## src/rtl/segre_pkg.sv

```systemverilog
// rtl/segre_pkg.sv - shared constants, drain FSM states and helpers for the issue stage
package segre_pkg;

  localparam int REG_SIZE       = 5;
  localparam int M_EXT_LATENCY  = 5;
  localparam int ALU_WB_LATENCY = 3;

  typedef enum logic [1:0] {
    M_RUN     = 2'd0,
    M_DRAIN   = 2'd1,
    M_DRAINED = 2'd2
  } m_drain_state_e;

  // Number of set bits in a slot-valid vector (up to seven slots).
  function automatic logic [2:0] popcount7(input logic [6:0] v);
    logic [2:0] c;
    c = '0;
    for (int i = 0; i < 7; i++) begin
      c = c + {2'b00, v[i]};
    end
    return c;
  endfunction

endpackage

```

## src/rtl/m_ext_scoreboard.sv

```systemverilog
// rtl/m_ext_scoreboard.sv - shift scoreboard of in-flight M ops with RAW/WAW and writeback-port hazard checks
module m_ext_scoreboard
  import segre_pkg::*;
#(
  parameter int M_LAT   = M_EXT_LATENCY,
  parameter int WB_SLOT = M_EXT_LATENCY - ALU_WB_LATENCY
) (
  input  logic                clk_i,
  input  logic                rsn_i,
  input  logic                load_i,
  input  logic                load_we_i,
  input  logic [REG_SIZE-1:0] load_rd_i,
  input  logic                chk_valid_i,
  input  logic                chk_is_m_i,
  input  logic                chk_we_i,
  input  logic [REG_SIZE-1:0] chk_rs1_i,
  input  logic [REG_SIZE-1:0] chk_rs2_i,
  input  logic [REG_SIZE-1:0] chk_rd_i,
  output logic                raw_hazard_o,
  output logic                wb_hazard_o,
  output logic                wb_sel_o,
  output logic [M_LAT-1:0]    valid_o
);

  // Slot k holds the M op accepted k cycles ago; slot M_LAT is the writeback cycle.
  logic [M_LAT:1]      slot_valid;
  logic [M_LAT:1]      slot_we;
  logic [REG_SIZE-1:0] slot_rd [1:M_LAT];
  logic                raw_any;

  // Shift every cycle; a non-M or stalled cycle inserts an empty bubble in slot 1.
  always_ff @(posedge clk_i or negedge rsn_i) begin
    if (!rsn_i) begin
      slot_valid <= '0;
      slot_we    <= '0;
      for (int k = 1; k <= M_LAT; k++) begin
        slot_rd[k] <= '0;
      end
    end else begin
      slot_valid[1] <= load_i;
      slot_we[1]    <= load_i & load_we_i;
      slot_rd[1]    <= load_rd_i;
      for (int k = 2; k <= M_LAT; k++) begin
        slot_valid[k] <= slot_valid[k-1];
        slot_we[k]    <= slot_we[k-1];
        slot_rd[k]    <= slot_rd[k-1];
      end
    end
  end

  // Source reads and non-M destination writes collide with any pending M result; x0 never collides.
  always_comb begin
    raw_any = 1'b0;
    for (int k = 1; k <= M_LAT; k++) begin
      if (slot_valid[k] && slot_we[k]) begin
        if ((chk_rs1_i != '0) && (chk_rs1_i == slot_rd[k])) raw_any = 1'b1;
        if ((chk_rs2_i != '0) && (chk_rs2_i == slot_rd[k])) raw_any = 1'b1;
        if (!chk_is_m_i && chk_we_i && (chk_rd_i != '0) && (chk_rd_i == slot_rd[k])) raw_any = 1'b1;
      end
    end
  end

  assign raw_hazard_o = chk_valid_i & raw_any;
  // A non-M write issued now would reach the regfile port in the same cycle as the op in WB_SLOT.
  assign wb_hazard_o  = chk_valid_i & ~chk_is_m_i & chk_we_i & slot_valid[WB_SLOT] & slot_we[WB_SLOT];
  assign wb_sel_o     = slot_valid[M_LAT] & slot_we[M_LAT];
  assign valid_o      = slot_valid;

endmodule

```

## src/rtl/m_ext_issue_ctrl.sv

```systemverilog
// rtl/m_ext_issue_ctrl.sv - issue gating for the M-extension pipeline with drain handshake
module m_ext_issue_ctrl
  import segre_pkg::*;
#(
  parameter int M_LAT      = M_EXT_LATENCY,
  parameter int ALU_WB_LAT = ALU_WB_LATENCY
) (
  input  logic                clk_i,
  input  logic                rsn_i,
  input  logic                issue_valid_i,
  input  logic                issue_is_m_i,
  input  logic                issue_rf_we_i,
  input  logic [REG_SIZE-1:0] issue_rs1_i,
  input  logic [REG_SIZE-1:0] issue_rs2_i,
  input  logic [REG_SIZE-1:0] issue_rd_i,
  output logic                issue_ready_o,
  output logic                m_valid_o,
  output logic                wb_sel_m_o,
  output logic [2:0]          inflight_cnt_o,
  output logic                stall_raw_o,
  output logic                stall_wb_o,
  input  logic                drain_req_i,
  output logic                drain_ack_o
);

  m_drain_state_e     state_q;
  m_drain_state_e     state_d;
  logic [M_LAT-1:0]   slot_valid;
  logic [6:0]         valid_ext;

  m_ext_scoreboard #(
    .M_LAT   (M_LAT),
    .WB_SLOT (M_LAT - ALU_WB_LAT)
  ) u_scoreboard (
    .clk_i        (clk_i),
    .rsn_i        (rsn_i),
    .load_i       (m_valid_o),
    .load_we_i    (issue_rf_we_i),
    .load_rd_i    (issue_rd_i),
    .chk_valid_i  (issue_valid_i),
    .chk_is_m_i   (issue_is_m_i),
    .chk_we_i     (issue_rf_we_i),
    .chk_rs1_i    (issue_rs1_i),
    .chk_rs2_i    (issue_rs2_i),
    .chk_rd_i     (issue_rd_i),
    .raw_hazard_o (stall_raw_o),
    .wb_hazard_o  (stall_wb_o),
    .wb_sel_o     (wb_sel_m_o),
    .valid_o      (slot_valid)
  );

  // Widen the slot-valid vector to the fixed popcount width.
  always_comb begin
    valid_ext = '0;
    valid_ext[M_LAT-1:0] = slot_valid;
  end

  assign inflight_cnt_o = popcount7(valid_ext);
  assign issue_ready_o  = ~stall_raw_o & ~stall_wb_o & (state_q == M_RUN);
  assign m_valid_o      = issue_valid_i & issue_ready_o & issue_is_m_i;
  assign drain_ack_o    = (state_q == M_DRAINED);

  // Drain sequencing: block issue, wait for the pipeline to empty, hold until the request drops.
  always_comb begin
    state_d = state_q;
    case (state_q)
      M_RUN: begin
        if (drain_req_i) state_d = (inflight_cnt_o == 3'd0) ? M_DRAINED : M_DRAIN;
      end
      M_DRAIN: begin
        if (inflight_cnt_o == 3'd0) state_d = M_DRAINED;
      end
      M_DRAINED: begin
        if (!drain_req_i) state_d = M_RUN;
      end
      default: state_d = M_RUN;
    endcase
  end

  // State register.
  always_ff @(posedge clk_i or negedge rsn_i) begin
    if (!rsn_i) state_q <= M_RUN;
    else        state_q <= state_d;
  end

endmodule

```

## config.mk

```make
export PLATFORM = sky130hd
export DESIGN_NAME = m_ext_issue_ctrl
export DESIGN_NICKNAME = d
export VERILOG_FILES = /design/src/rtl/segre_pkg.sv /design/src/rtl/m_ext_scoreboard.sv /design/src/rtl/m_ext_issue_ctrl.sv
export SDC_FILE = /design/constraint.sdc
export NUM_CORES = 1
export LEC_CHECK = 0
export ABC_AREA = 1
export ABC_CLOCK_PERIOD_IN_PS = 2750
export CAP_MARGIN = 20
export CORE_MARGIN = 4
export CORE_UTILIZATION = 45
export DETAILED_ROUTE_END_ITERATION = 16
export PLACE_DENSITY = 0.72
export SYNTH_ARGS = -nofsm -noshare
export SYNTH_HDL_FRONTEND = slang
export SYNTH_HIERARCHICAL = 1
export SYNTH_SLANG_ARGS = --single-unit
```

## constraint.sdc

```tcl
create_clock -name clk_i -period 2.75 [get_ports clk_i]
set_input_delay 0.55 -clock clk_i [delete_from_list [all_inputs] [get_ports clk_i]]
set_output_delay 0.55 -clock clk_i [all_outputs]
set_load 0.005 [all_outputs]
```

* Word-level counts from Yosys, hierarchy flattened *
Cells that the tools add are included.

word-level totals
  bits in registers = 37
  bits of input ports = 21
  output and inout port bits = 9
  word-level logic and storage cells = 100

cells by class
  add/subtract/negate cells = 4
  equality and inequality tests = 20
  muxes and demuxes = 25
  bitwise operators = 14
  reduce and logical (&&, ||, !) cells = 29

operator list
  cell                  number
  $eq A5 B5 Y1          15
  $logic_and A1 B1 Y1   22
  $mux W1               20
  $reduce_bool A5 Y1    3
  $and A1 B1 Y1         11
  $mux W2               4
  $add A3 B1 Y3         2
  $ne A2 B2 Y1 const B  3
  $pmux W2 S3           1
  $add A2 B1 Y3         1
  $logic_not A3 Y1      1
  $not A1 Y1            3
  $reduce_and A3 Y1     1
  $add A1 B1 Y2         1
  $eq A2 B1 Y1 const B  1
  $eq A2 B2 Y1 const B  1
  $logic_not A2 Y1      1
  $logic_not A1 Y1      1

* Logic depth before layout (Yosys ltp) *
Gate-level depths: netlist (run 1).

  depth after elaboration = 29
  gate-level depth with buffers = 17
  depth with buffers taken out = 16

* Cells and area by module *
The synthesis (run 1) kept the hierarchy.

modules (own cells, without submodules)
  module            times used  cells each  area each (µm²)  sequential area each (µm²)
  m_ext_scoreboard  1           329         2262.2           875.8
  m_ext_issue_ctrl  1           31          209.0            50.0

* Worst setup path after synthesis (run 1) *
No wires, ideal clock.

  kind = in2out
  start = in issue_rs1_i[2]
  end = out m_valid_o
  arrival time = 1.738 ns
  required time = 2.200 ns
  path slack = 0.462 ns
  cell stages on the path = 14
  path buffers = 1
  cell sequence = buf_2 > nor2_2 > nand3_2 > nand2_1 > inv_1 > nand3_1 > nand2_1 > nor2_1 > nor2_2 > nor2_1 > a21oi_1 > nor2_1 > nand3_1 > nor2_1

on the way
  longest elaborated chain between the ends = 28
  elaborated cells on any way between the ends = 37
  those cells by class = eq/ne (5); mux (20); bitwise (6); reduce/logical (6)

ends and longest elaborated chain
  item                                                RTL line                source
  start: declaration                                  m_ext_issue_ctrl.sv:13  input logic [REG_SIZE-1:0] issue_rs1_i,
  $eq A5 B5 Y1 or $reduce_bool A5 Y1 (tied branches)  m_ext_scoreboard.sv:56  if ((chk_rs1_i != '0) && (chk_rs1_i == slot_rd[k])) raw_any = 1'b1;
  $logic_and A1 B1 Y1                                 m_ext_scoreboard.sv:56
  $mux W1                                             m_ext_scoreboard.sv:56
  $mux W1                                             m_ext_scoreboard.sv:57  if ((chk_rs2_i != '0) && (chk_rs2_i == slot_rd[k])) raw_any = 1'b1;
  $mux W1                                             m_ext_scoreboard.sv:58  if (!chk_is_m_i && chk_we_i && (chk_rd_i != '0) && (chk_rd_i == slot_rd[k])) raw_any = 1'b1;
  $mux W1                                             m_ext_scoreboard.sv:55  if (slot_valid[k] && slot_we[k]) begin
  $mux W1                                             m_ext_scoreboard.sv:56
  $mux W1                                             m_ext_scoreboard.sv:57
  [... 11 more ...]                                   n/a
  $mux W1                                             m_ext_scoreboard.sv:57
  $mux W1                                             m_ext_scoreboard.sv:58
  $mux W1 (*)                                         m_ext_scoreboard.sv:55
  $and A1 B1 Y1 (*)                                   m_ext_scoreboard.sv:63  assign raw_hazard_o = chk_valid_i & raw_any;
  named net stall_raw_o                               m_ext_issue_ctrl.sv:20  output logic stall_raw_o,
  $not A1 Y1 (*)                                      m_ext_issue_ctrl.sv:59  assign issue_ready_o = ~stall_raw_o & ~stall_wb_o & (state_q == M_RUN);
  $and A1 B1 Y1 (*) (2 in a row)                      m_ext_issue_ctrl.sv:59
  $and A1 B1 Y1 (*) (2 in a row)                      m_ext_issue_ctrl.sv:60  assign m_valid_o = issue_valid_i & issue_ready_o & issue_is_m_i;
  end: declaration                                    m_ext_issue_ctrl.sv:17  output logic m_valid_o,

Mark *: on every way through the listed nets, which the timed path passes. The rest lies on a longest branch.

* Worst setup path after layout (run 1) *
  start = in issue_rs2_i[3]
  end = out m_valid_o

on the way
  longest elaborated chain between the ends = 27
  elaborated cells on any way between the ends = 36
  those cells by class = eq/ne (5); mux (19); bitwise (6); reduce/logical (6)

ends and longest elaborated chain
  item                                                RTL line                source
  start: declaration                                  m_ext_issue_ctrl.sv:14  input logic [REG_SIZE-1:0] issue_rs2_i,
  $eq A5 B5 Y1 or $reduce_bool A5 Y1 (tied branches)  m_ext_scoreboard.sv:57
  $logic_and A1 B1 Y1                                 m_ext_scoreboard.sv:57
  $mux W1                                             m_ext_scoreboard.sv:57
  $mux W1                                             m_ext_scoreboard.sv:58
  $mux W1                                             m_ext_scoreboard.sv:55
  $mux W1                                             m_ext_scoreboard.sv:56
  $mux W1                                             m_ext_scoreboard.sv:57
  $mux W1                                             m_ext_scoreboard.sv:58
  [... 9 more ...]                                    n/a
  $mux W1                                             m_ext_scoreboard.sv:56
  $mux W1                                             m_ext_scoreboard.sv:57
  $mux W1                                             m_ext_scoreboard.sv:58
  $mux W1 (*)                                         m_ext_scoreboard.sv:55
  $and A1 B1 Y1 (*)                                   m_ext_scoreboard.sv:63
  $not A1 Y1 (*)                                      m_ext_issue_ctrl.sv:59
  $and A1 B1 Y1 (*) (2 in a row)                      m_ext_issue_ctrl.sv:59
  $and A1 B1 Y1 (*) (2 in a row)                      m_ext_issue_ctrl.sv:60

Every way passes the cells marked *; elsewhere a longest branch is shown, timed or not.

==> results of run 1 <==
## kinds of logic after synthesis
logic type | count (synthesis) | synth area share, %
simple gates | 207 | 33.9
buf+inv | 68 | 11.0
xor+xnor | 42 | 14.9
flops | 37 | 37.5
compound gates | 3 | 0.607
fa+ha+maj | 3 | 2.13
## through the flow
stage	worst slack [ns]	hold slack, ns	setup TNS (ns)	std cells
3_5_place_dp	-0.700	0.367	-1.80	466
3_3_place_gp	-0.591	0.362	-1.69	466
5_1_grt	-0.0882	0.385	-0.0882	481
6_report	0.0913	0.341	0	481
4_1_cts	-0.0449	0.374	-0.0449	480
2_1_floorplan	0.462	0.254	0	360
## cells in the final DEF, fill, tap and decap left out, types with 2 or more instances in the layout
cell and n:
buf_2 8, nand2_1 121, dlygate4sd2_1 2, xor2_1 21, buf_6 8, nor2_1 38, clkdlybuf4s50_1 5, nand3_1 10
clkbuf_2 7, inv_1 39, nand2_2 11, nor2_2 15, buf_4 18, inv_2 17, nor2_4 4, dfrtp_2 13
dlymetal6s2s_1 2, clkbuf_8 5, bufinv_16 2, nand3_2 4, xnor2_1 19, dfrtp_1 24, clkdlybuf4s15_1 2
## routing by layer
layer	global-route usage, %	part of all wire [%]	vias up
met3	3.04	4.5	12
met5	0	0	-
li1	-	-	1146
met2	34.2	48	61
met1	27.9	45	1040
met4	5.81	2.2	0
## cells in the mapped netlist (all sizes together)
library cell  instances  area share (%)
inv                  57             8.7
nand2               133              21
xor2                 22             7.8
buf                  11             2.3
o21ai                 2            0.40
nand3                14             3.2
nor2                 57             9.3
nand3b                1            0.30
a21oi                 1            0.20
xnor2                20             7.1
nor4                  1            0.25
dfrtp                37              37
ha                    1            0.51
fa                    2             1.6
nand4                 1            0.25
## flip-flops by register name (all words and copies together), names as in the netlist
register / cells
u_scoreboard/valid_o: 5
state_q: 2
u_scoreboard/slot_we: 5
u_scoreboard/slot_rd: 25
## report_power, final
part / internal (mW) / switching, mW
sequential: 0.596 / 0.0546
clock: 0.365 / 0.207
combinational: 0.220 / 0.252
## cell type report
| type | count | area [sq um] | area share (%) |
|---|---|---|---|
| repair inverters | 1 | 7.51 | 0.234 |
| repair buffers | 53 | 420 | 13.1 |
| well taps | 70 | 87.6 | 2.73 |
| clock buffers | 5 | 68.8 | 2.15 |
| inverters | 57 | 221 | 6.91 |
| flip-flops and latches | 37 | 942 | 29.4 |
| clock inverters | 3 | 68.8 | 2.15 |
| multi-input cells | 255 | 1390 | 43.3 |
## how the worst max path moves through the flow
stage	cells after the start	slack, ns	startpoint	to
after CTS	16	-0.04	issue_rs1_i[0]	m_valid_o
after detailed placement	15	-0.70	issue_rs1_i[2]	m_valid_o
after global placement	15	-0.59	issue_rs2_i[3]	m_valid_o
final	16	0.09	issue_rs2_i[3]	m_valid_o
after global routing	16	-0.09	u_scoreboard/slot_rd[8]$_DFF_PN0_	m_valid_o
after floorplan	14	0.46	issue_rs1_i[2]	m_valid_o
## timing repair
action / CTS / global route
cloned: 1 / 0
setup buffers: 5 / 1
gates resized for setup: 66 / 76
setup endpoints to repair: 6 / 4
pin swaps: 17 / 38
==> impl_metrics.ini, run 1 <==
[critical_path]
cpMaxStageDelayCell = buf_4
crit_arrival_ns = 2.11
worst-path-buf-inv = 4
r2r_slack_ns = 0.75
reg2reg_from = u_scoreboard/valid_o[3]$_DFF_PN0_
cpPeakStageDelay_ns = 0.15
path_max_fanout = 4
cp-end-kind = output pin
r2r_end = state_q[1]$_DFFE_PN0P_
reg2reg_depth = 10
crit_type = in -> out
cp_top_family = simple AND/OR/NAND/NOR gates
worst_setup_path_start_kind = primary input
critical_path.cell_chain = buf_4 > buf_6 > xnor2_1 > nand2_1 > nor2_1 > nand2_1 > nand2_1 > nor2_2 > nor2_2 > nor2_2 > a21oi_2 > nor2_1 > nand3_1 > buf_4 > nor2_4 > buf_2
required_ns = 2.20

[synthesis]
synth_cells = 360
synthDistinctLibCells = 21
synth.avg_cell_area_sq_um = 6.86
synth-seq-cells = 37
netlist_area_sq_um = 2470
seq_area_frac_synth_pct = 37.5
yosys_warnings = 6
synthesis.nets = 384

[sta]
final_hold_viol_count = 0
setup_viol = 0
drv_slew = 0
fmax_ghz = 0.376
rsz0062_at_grt = true
fin_skew_ns = 0.00958
finalCritPeriodShare_pct = 96.7
tightest_slew_ns = 0.815
slew_headroom_pct = 45.6
min_period_ns = 2.66

[power_and_ir_drop]
p_total_mw = 1.70
power_density_nw_per_um2 = 529
peakVddDrop_v = 0.000381
leakagePower_nw = 1.76

[global_routing]
grt_usage_pct = 20.5
grt_pass1_vias = 2157
grt_max_degree = 38
grt_overflow = 0
grt_pass1_wl_microns = 10300
antenna_found_initial = 0

[drt]
ant_nets = 0
drtIter0Drc = 174
vias_per_cell = 4.70
drcViolationCount = 0
vias = 2259
wl_per_cell_microns = 13.1
dr.pass1.iters = 5
wl_microns = 6300

[cts]
cts_buffer_depth = 2
insertion_delay_ns = 0.30
cts_root_buffer = clkbuf_8
htree_levels = 2
cts_tree = yes
cts_num_sinks = 37
clk_pin_slew_worst_paths_ns = 0.08
hold_buffers = 0
cts_buffers = 5

[placed_design]
hpwl_microns = 4780
numPortBuffers = 29
gp_congestion = 0.988
placed_cell_area_sq_um = 2920

[die]
start_util_pct = 47.5
die_h_microns = 82.1
coreArea_sq_um = 5200
dieArea_sq_um = 6740
chipWidth_microns = 82.1
rows = 26
io_pins = 30

[layout]
antenna_cells = 0
stdcell_area_sq_um = 3200
n_fill_cell = 490
drive_above_1_share_pct = 29.7
fin_util_pct = 61.5
nets = 434
syn_to_final_growth_pct = 29.6

[worst_hold_path]
min_path_type = in -> async

[run_status]
status = finished, final reports clean

[flow_run]
drv_cap = 0
Note: power is estimated with default switching activity, not from simulation.
==> run 2, diff against run 1 <==
--- a/config.mk
+++ b/config.mk
@@ -5,13 +5,13 @@
 export SDC_FILE = /design/constraint.sdc
 export NUM_CORES = 1
 export LEC_CHECK = 0
-export ABC_AREA = 1
+export ABC_AREA = 0
 export ABC_CLOCK_PERIOD_IN_PS = 2750
 export CAP_MARGIN = 20
 export CORE_MARGIN = 4
 export CORE_UTILIZATION = 45
 export DETAILED_ROUTE_END_ITERATION = 16
-export PLACE_DENSITY = 0.72
+export PLACE_DENSITY = 0.73
 export SYNTH_ARGS = -nofsm -noshare
 export SYNTH_HDL_FRONTEND = slang
 export SYNTH_HIERARCHICAL = 1
==> run 2 against run 1 <==
Maximum frequency shrank 2.6%. Global-route usage shrank 2.0 points. Die area down 12%. Worst setup slack got worse by 0.071 ns. Count of clock-buffer cells in the layout is 1 higher. Clock skew is 0.0078 ns lower. Largest cell class unchanged. Largest power group unchanged. Highest routed layer unchanged.
==> impl_metrics.ini, run 2 <==
[sta]
drv_slew = 0
finalCritPeriodShare_pct = 99.3
slew_headroom_pct = 46.7
final_hold_viol_count = 0
fin_skew_ns = 0.00180
min_period_ns = 2.73
setup_slack_ns = 0.0199
tightest_slew_ns = 0.800
setup_viol = 0
hold_slack_ns = 0.348
fmax_ghz = 0.366
rsz0062_at_grt = true

[synthesis]
yosys_warnings = 6
synthMostInstantiatedCell = xor2_1
synth_top_area_share_pct = 43.2
synth-edff-count = 0
synth_cells = 202
synth_xor_area_share_pct = 30.6
synth.avg_cell_area_sq_um = 10.6
ys_top_cells_by_area = dfrtp_1 (43%), xor2_1 (16%), xnor2_1 (15%), nand4_1 (4.1%), nor3_1 (2.6%)
yosysTopAreaCell = dfrtp_1
synth_fa_ha_area_share_pct = 2.45
synth_flop_cell = dfrtp_1
synth_common_cells = xor2_1 (38), dfrtp_1 (37), xnor2_1 (37), nand4_1 (14), nor3_1 (11)
synth-simple-area-share_pct = 14.1
synthDistinctLibCells = 31
synthArstFlopShare_pct = 100
synth_top_family_by_area = XOR/XNOR gates
synth-seq-cells = 37
seq_area_frac_synth_pct = 43.2
synthesis.nets = 226
netlist_area_sq_um = 2140
synth_compound_area_share_pct = 3.56
synthMuxAreaShare_pct = 0

[cts]
clk_pin_slew_worst_paths_ns = 0.07
insertion_delay_ns = 0.28
cts_buffers = 5
cts_num_sinks = 37
cts_tree = yes
cts_root_buffer = clkbuf_8
cts_buffer_depth = 2
hold_buffers = 0
htree_levels = 2

[layout]
layout_commonest_cell = buf_4
layout_common_cells = buf_4 (38), xor2_1 (35), dfrtp_1 (34)
nets = 290
fin_util_pct = 65.4
n_fill_cell = 358
syn_to_final_growth_pct = 36.4
antenna_cells = 0
regMostFlops = u_scoreboard/slot_rd
largest_reg_flops = 25
drive_above_1_share_pct = 37.1

[global_routing]
grt_overflow = 0
grt_max_degree = 38
grt_pass1_wl_microns = 8530
grt_pass1_vias = 1735
antenna_found_initial = 0
grt_usage_pct = 18.6

[power_and_ir_drop]
peakVddDrop_v = 0.000388
leakagePower_nw = 1.28
power_density_nw_per_um2 = 536

[flow_run]
drv_cap = 0

[drt]
drcViolationCount = 0
vias = 1602
wl_per_cell_microns = 16.1
vias_per_cell = 5.02
dr.pass1.iters = 4
drtIter0Drc = 83
ant_nets = 0
wl_microns = 5150

[die]
io_pins = 30
chipWidth_microns = 77.0
rows = 24
dieArea_sq_um = 5930
start_util_pct = 47.9
die_h_microns = 77.0
coreArea_sq_um = 4470

[critical_path]
cp-end-kind = output pin
cpMaxStageDelayCell = dfrtp_2
path_max_fanout = 3
critical_path.cell_chain = buf_12 > xor2_2 > nor3_2 > nand4_1 > a21oi_1 > o31ai_2 > nand3_2 > nor4_4 > and3_4 > buf_2
crit_arrival_ns = 2.18
cpPeakStageDelay_ns = 0.43
worst_setup_path_start_kind = flop
required_ns = 2.20
crit_type = reg -> out

[placed_design]
numPortBuffers = 29
hpwl_microns = 3940
dp_slack_ns = -0.856
gp_congestion = 0.865

[run_status]
status = finished, final reports clean

[worst_hold_path]
min_path_type = in -> async
[run 2: final cells by class]
type / count / area (sq um) / area share, %
multi-input combinational: 142 / 1200 / 41.2
sequential: 37 / 930 / 31.8
timing repair buffer: 72 / 576 / 19.7
clock buffer: 6 / 82.6 / 2.82
tap: 52 / 65.1 / 2.23
clock inverter: 2 / 37.5 / 1.28
inverter: 8 / 30.0 / 1.03
[run 2: critical path, delay by kind of cell (launching register included)]
family / cells / cell delay, ns
compound gates: 2 / 0.35
xor+xnor: 1 / 0.13
buf+inv: 2 / 0.25
simple gates: 5 / 0.74
flops: 1 / 0.43
[run 2: routing by layer]
layer	routed length, microns	GRT usage, %
met3	277	3.86
met4	60	6.76
met5	0	0
met2	2430	28.7
met1	2390	25.9
[run 2: power by group]
| group | switching (mW) | internal [mW] |
|---|---|---|
| clock network | 0.185 | 0.295 |
| registers | 0.0610 | 0.595 |
| logic | 0.184 | 0.249 |
| total | 0.430 | 1.14 |
[run 2: path summary, 6_finish.rpt]
| check | startpoint | end | slack, ns | cells past startpoint |
|---|---|---|---|---|
| max | u_scoreboard/slot_rd[24]$_DFF_PN0_ | m_valid_o | 0.02 | 10 |
| min | rsn_i | u_scoreboard/slot_rd[18]$_DFF_PN0_ | 0.35 | 1 |
| max reg2reg | u_scoreboard/valid_o[0]$_DFF_PN0_ | state_q[1]$_DFFE_PN0P_ | 0.55 | 7 |
| min reg2reg | u_scoreboard/slot_we[2]$_DFF_PN0_ | u_scoreboard/slot_we[3]$_DFF_PN0_ | 0.38 | 0 |
| max in group asynchronous | rsn_i | u_scoreboard/slot_rd[24]$_DFF_PN0_ | 1.85 | 1 |
| min in group clk_i | u_scoreboard/slot_we[2]$_DFF_PN0_ | u_scoreboard/slot_we[3]$_DFF_PN0_ | 0.38 | 0 |
[run 2: what timing repair did]
item	4_1_cts	5_1_grt
endpoints found under the setup margin	6	4
resized for setup	79	22
pin swaps	22	14
buffers inserted	4	2
[run 2: kinds of logic (layout without fill, tap and decap cells)]
family                     Yosys count  after routing
and+or+nand+nor                     52             52
adders and majority gates            3              3
AOI/OAI and AO/OA                   12             12
buffers and inverters               23             88
xor gates and xnor gates            75             75
DFF                                 37             37
[run 2: metrics by stage]
stage,std cells,TNS [ns],cell area (sq um),power [mW]
after global placement,306,-2.31,2680,1.07
after CTS,317,-0.120,2830,1.55
final,319,0,2920,1.57
after floorplan,202,0,2140,0.867
after detailed placement,306,-2.21,2680,1.07
after global routing,319,-0.186,2920,1.66
==> run 3, diff against run 2 <==
--- a/config.mk
+++ b/config.mk
@@ -11,7 +11,8 @@
 export CORE_MARGIN = 4
 export CORE_UTILIZATION = 45
 export DETAILED_ROUTE_END_ITERATION = 16
-export PLACE_DENSITY = 0.73
+export PLACE_DENSITY_LB_ADDON = 0.25
+export SETUP_SLACK_MARGIN = 0.02
 export SYNTH_ARGS = -nofsm -noshare
 export SYNTH_HDL_FRONTEND = slang
 export SYNTH_HIERARCHICAL = 1
==> run 3 against run 2 <==
Critical endpoint unchanged. Sequential power is 0.6% lower. Hold slack hardly changed. First-iteration DRC count is 66% higher. Final area is 5.9% lower. Cell count is 2.2% lower. Combinational power is 9.9% lower. Register-to-register slack hardly changed. Non-clock buffer count is 7 lower. Sequential share of layout area is 2.0 points higher. Wire length hardly changed. Flip-flop and latch count stayed put. Total power is 10% lower.
==> impl_metrics.ini, run 3 (synthesis results as in run 2) <==
[run_status]
status = finished, final reports clean

[layout]
nets = 283
layout_common_cells = xnor2_1 (36), buf_4 (35), xor2_1 (34)
stdcell_area_sq_um = 2750
fin_util_pct = 61.5
drive_above_1_share_pct = 33.5
regMostFlops = u_scoreboard/slot_rd
n_fill_cell = 403
largest_reg_flops = 25
antenna_cells = 0
syn_to_final_growth_pct = 28.4
layout_commonest_cell = xnor2_1

[critical_path]
critical_path.cell_chain = clkdlybuf4s15_2 > buf_4 > xnor2_1 > nand4_1 > o311ai_1 > o21ai_1 > nand3_1 > nor4_2 > and3_1 > buf_2
reg2reg_from = u_scoreboard/valid_o[0]$_DFF_PN0_
r2r_end = state_q[1]$_DFFE_PN0P_
worst_setup_path_start_kind = primary input
r2r_slack_ns = 0.56
cp-end-kind = output pin
cpMaxStageDelayCell = o311ai_1
required_ns = 2.20
path_max_fanout = 4
cpPeakStageDelay_ns = 0.25
reg2reg_depth = 7
crit_type = in -> out
crit_arrival_ns = 2.12

[worst_hold_path]
min_path_type = in -> async

[sta]
finalCritPeriodShare_pct = 96.9
tns_ns = 0
final_hold_viol_count = 0
setup_slack_ns = 0.0843
slew_headroom_pct = 46.1
rsz0062_at_grt = true
tightest_slew_ns = 0.808
fmax_ghz = 0.375
fin_skew_ns = 0.00572
drv_slew = 0
min_period_ns = 2.67
setup_viol = 0

[flow_run]
drv_cap = 0

[die]
dieArea_sq_um = 5930
io_pins = 30
rows = 24
die_h_microns = 77.0
start_util_pct = 47.9
chipWidth_microns = 77.0
coreArea_sq_um = 4470

[drt]
vias_per_cell = 5.29
ant_nets = 0
drtIter0Drc = 138
wl_per_cell_microns = 16.5
wl_microns = 5150
vias = 1650
drcViolationCount = 0
dr.pass1.iters = 4

[power_and_ir_drop]
power_density_nw_per_um2 = 513
peakVddDrop_v = 0.000331
p_total_mw = 1.41
leakagePower_nw = 1.19

[cts]
hold_buffers = 0
cts_tree = yes
htree_levels = 2
cts_buffers = 5
insertion_delay_ns = 0.29
cts_buffer_depth = 2
cts_root_buffer = clkbuf_8
clk_pin_slew_worst_paths_ns = 0.08
cts_num_sinks = 37

[global_routing]
antenna_found_initial = 0
grt_overflow = 0
grt_max_degree = 38
grt_pass1_vias = 1686
grt_pass1_wl_microns = 8570
grt_usage_pct = 18.7

[placed_design]
numPortBuffers = 29
gp_congestion = 0.871
placed_cell_area_sq_um = 2620
dp_slack_ns = -0.861
hpwl_microns = 3940
## run 3: what timing repair did
action | in CTS | in global routing
endpoints found under the setup margin | 6 | 5
pin swaps | 29 | 12
setup buffers | 5 | 1
resized for setup | 91 | 10
## run 3: report_power, final
group	switching (mW)	internal (mW)	total, mW
registers	0.0569	0.594	0.651
clock network	0.195	0.175	0.370
logic	0.174	0.216	0.390
total	0.426	0.985	1.41
## run 3: area by class of cell
type | instances | area (sq um) | area share (%)
well taps | 52 | 65.1 | 2.36
repair buffers | 65 | 480 | 17.5
inverters | 8 | 30.0 | 1.09
multi-input cells | 142 | 1160 | 42.1
clock inverters | 3 | 17.5 | 0.637
flip-flops and latches | 37 | 931 | 33.8
clock buffers | 5 | 68.8 | 2.50
## run 3: through the flow
stage          instances  hold WS, ns
4_1_cts              311        0.376
3_5_place_dp         298        0.359
6_report             312        0.348
2_1_floorplan        202        0.254
3_3_place_gp         298        0.354
5_1_grt              312        0.403
## run 3: critical path: cells and delay by family
| family | cells | cell delay [ns] |
|---|---|---|
| compound gates | 2 | 0.36 |
| xor+xnor | 1 | 0.18 |
| buf+inv | 3 | 0.50 |
| simple gates | 4 | 0.52 |
## run 3: how the worst max path moves through the flow
stage	startpoint	end	slack [ns]	cells past startpoint
after global placement	issue_rs2_i[1]	m_valid_o	-0.84	10
after floorplan	issue_rs1_i[0]	m_valid_o	0.24	9
final	issue_rd_i[2]	m_valid_o	0.08	10
after global routing	u_scoreboard/slot_rd[23]$_DFF_PN0_	m_valid_o	-0.05	9
after CTS	u_scoreboard/slot_rd[6]$_DFF_PN0_	m_valid_o	-0.04	9
after detailed placement	issue_rs2_i[4]	m_valid_o	-0.86	10
## run 3: per-layer routing
layer  global-route usage (%)  up-vias  share of wire [%]
li1                         -      779                  -
met1                     26.8      808                 47
met2                     27.8       55                 45
met3                     4.80        8                7.0
met4                     5.52        0                1.8
met5                        0        -                  0
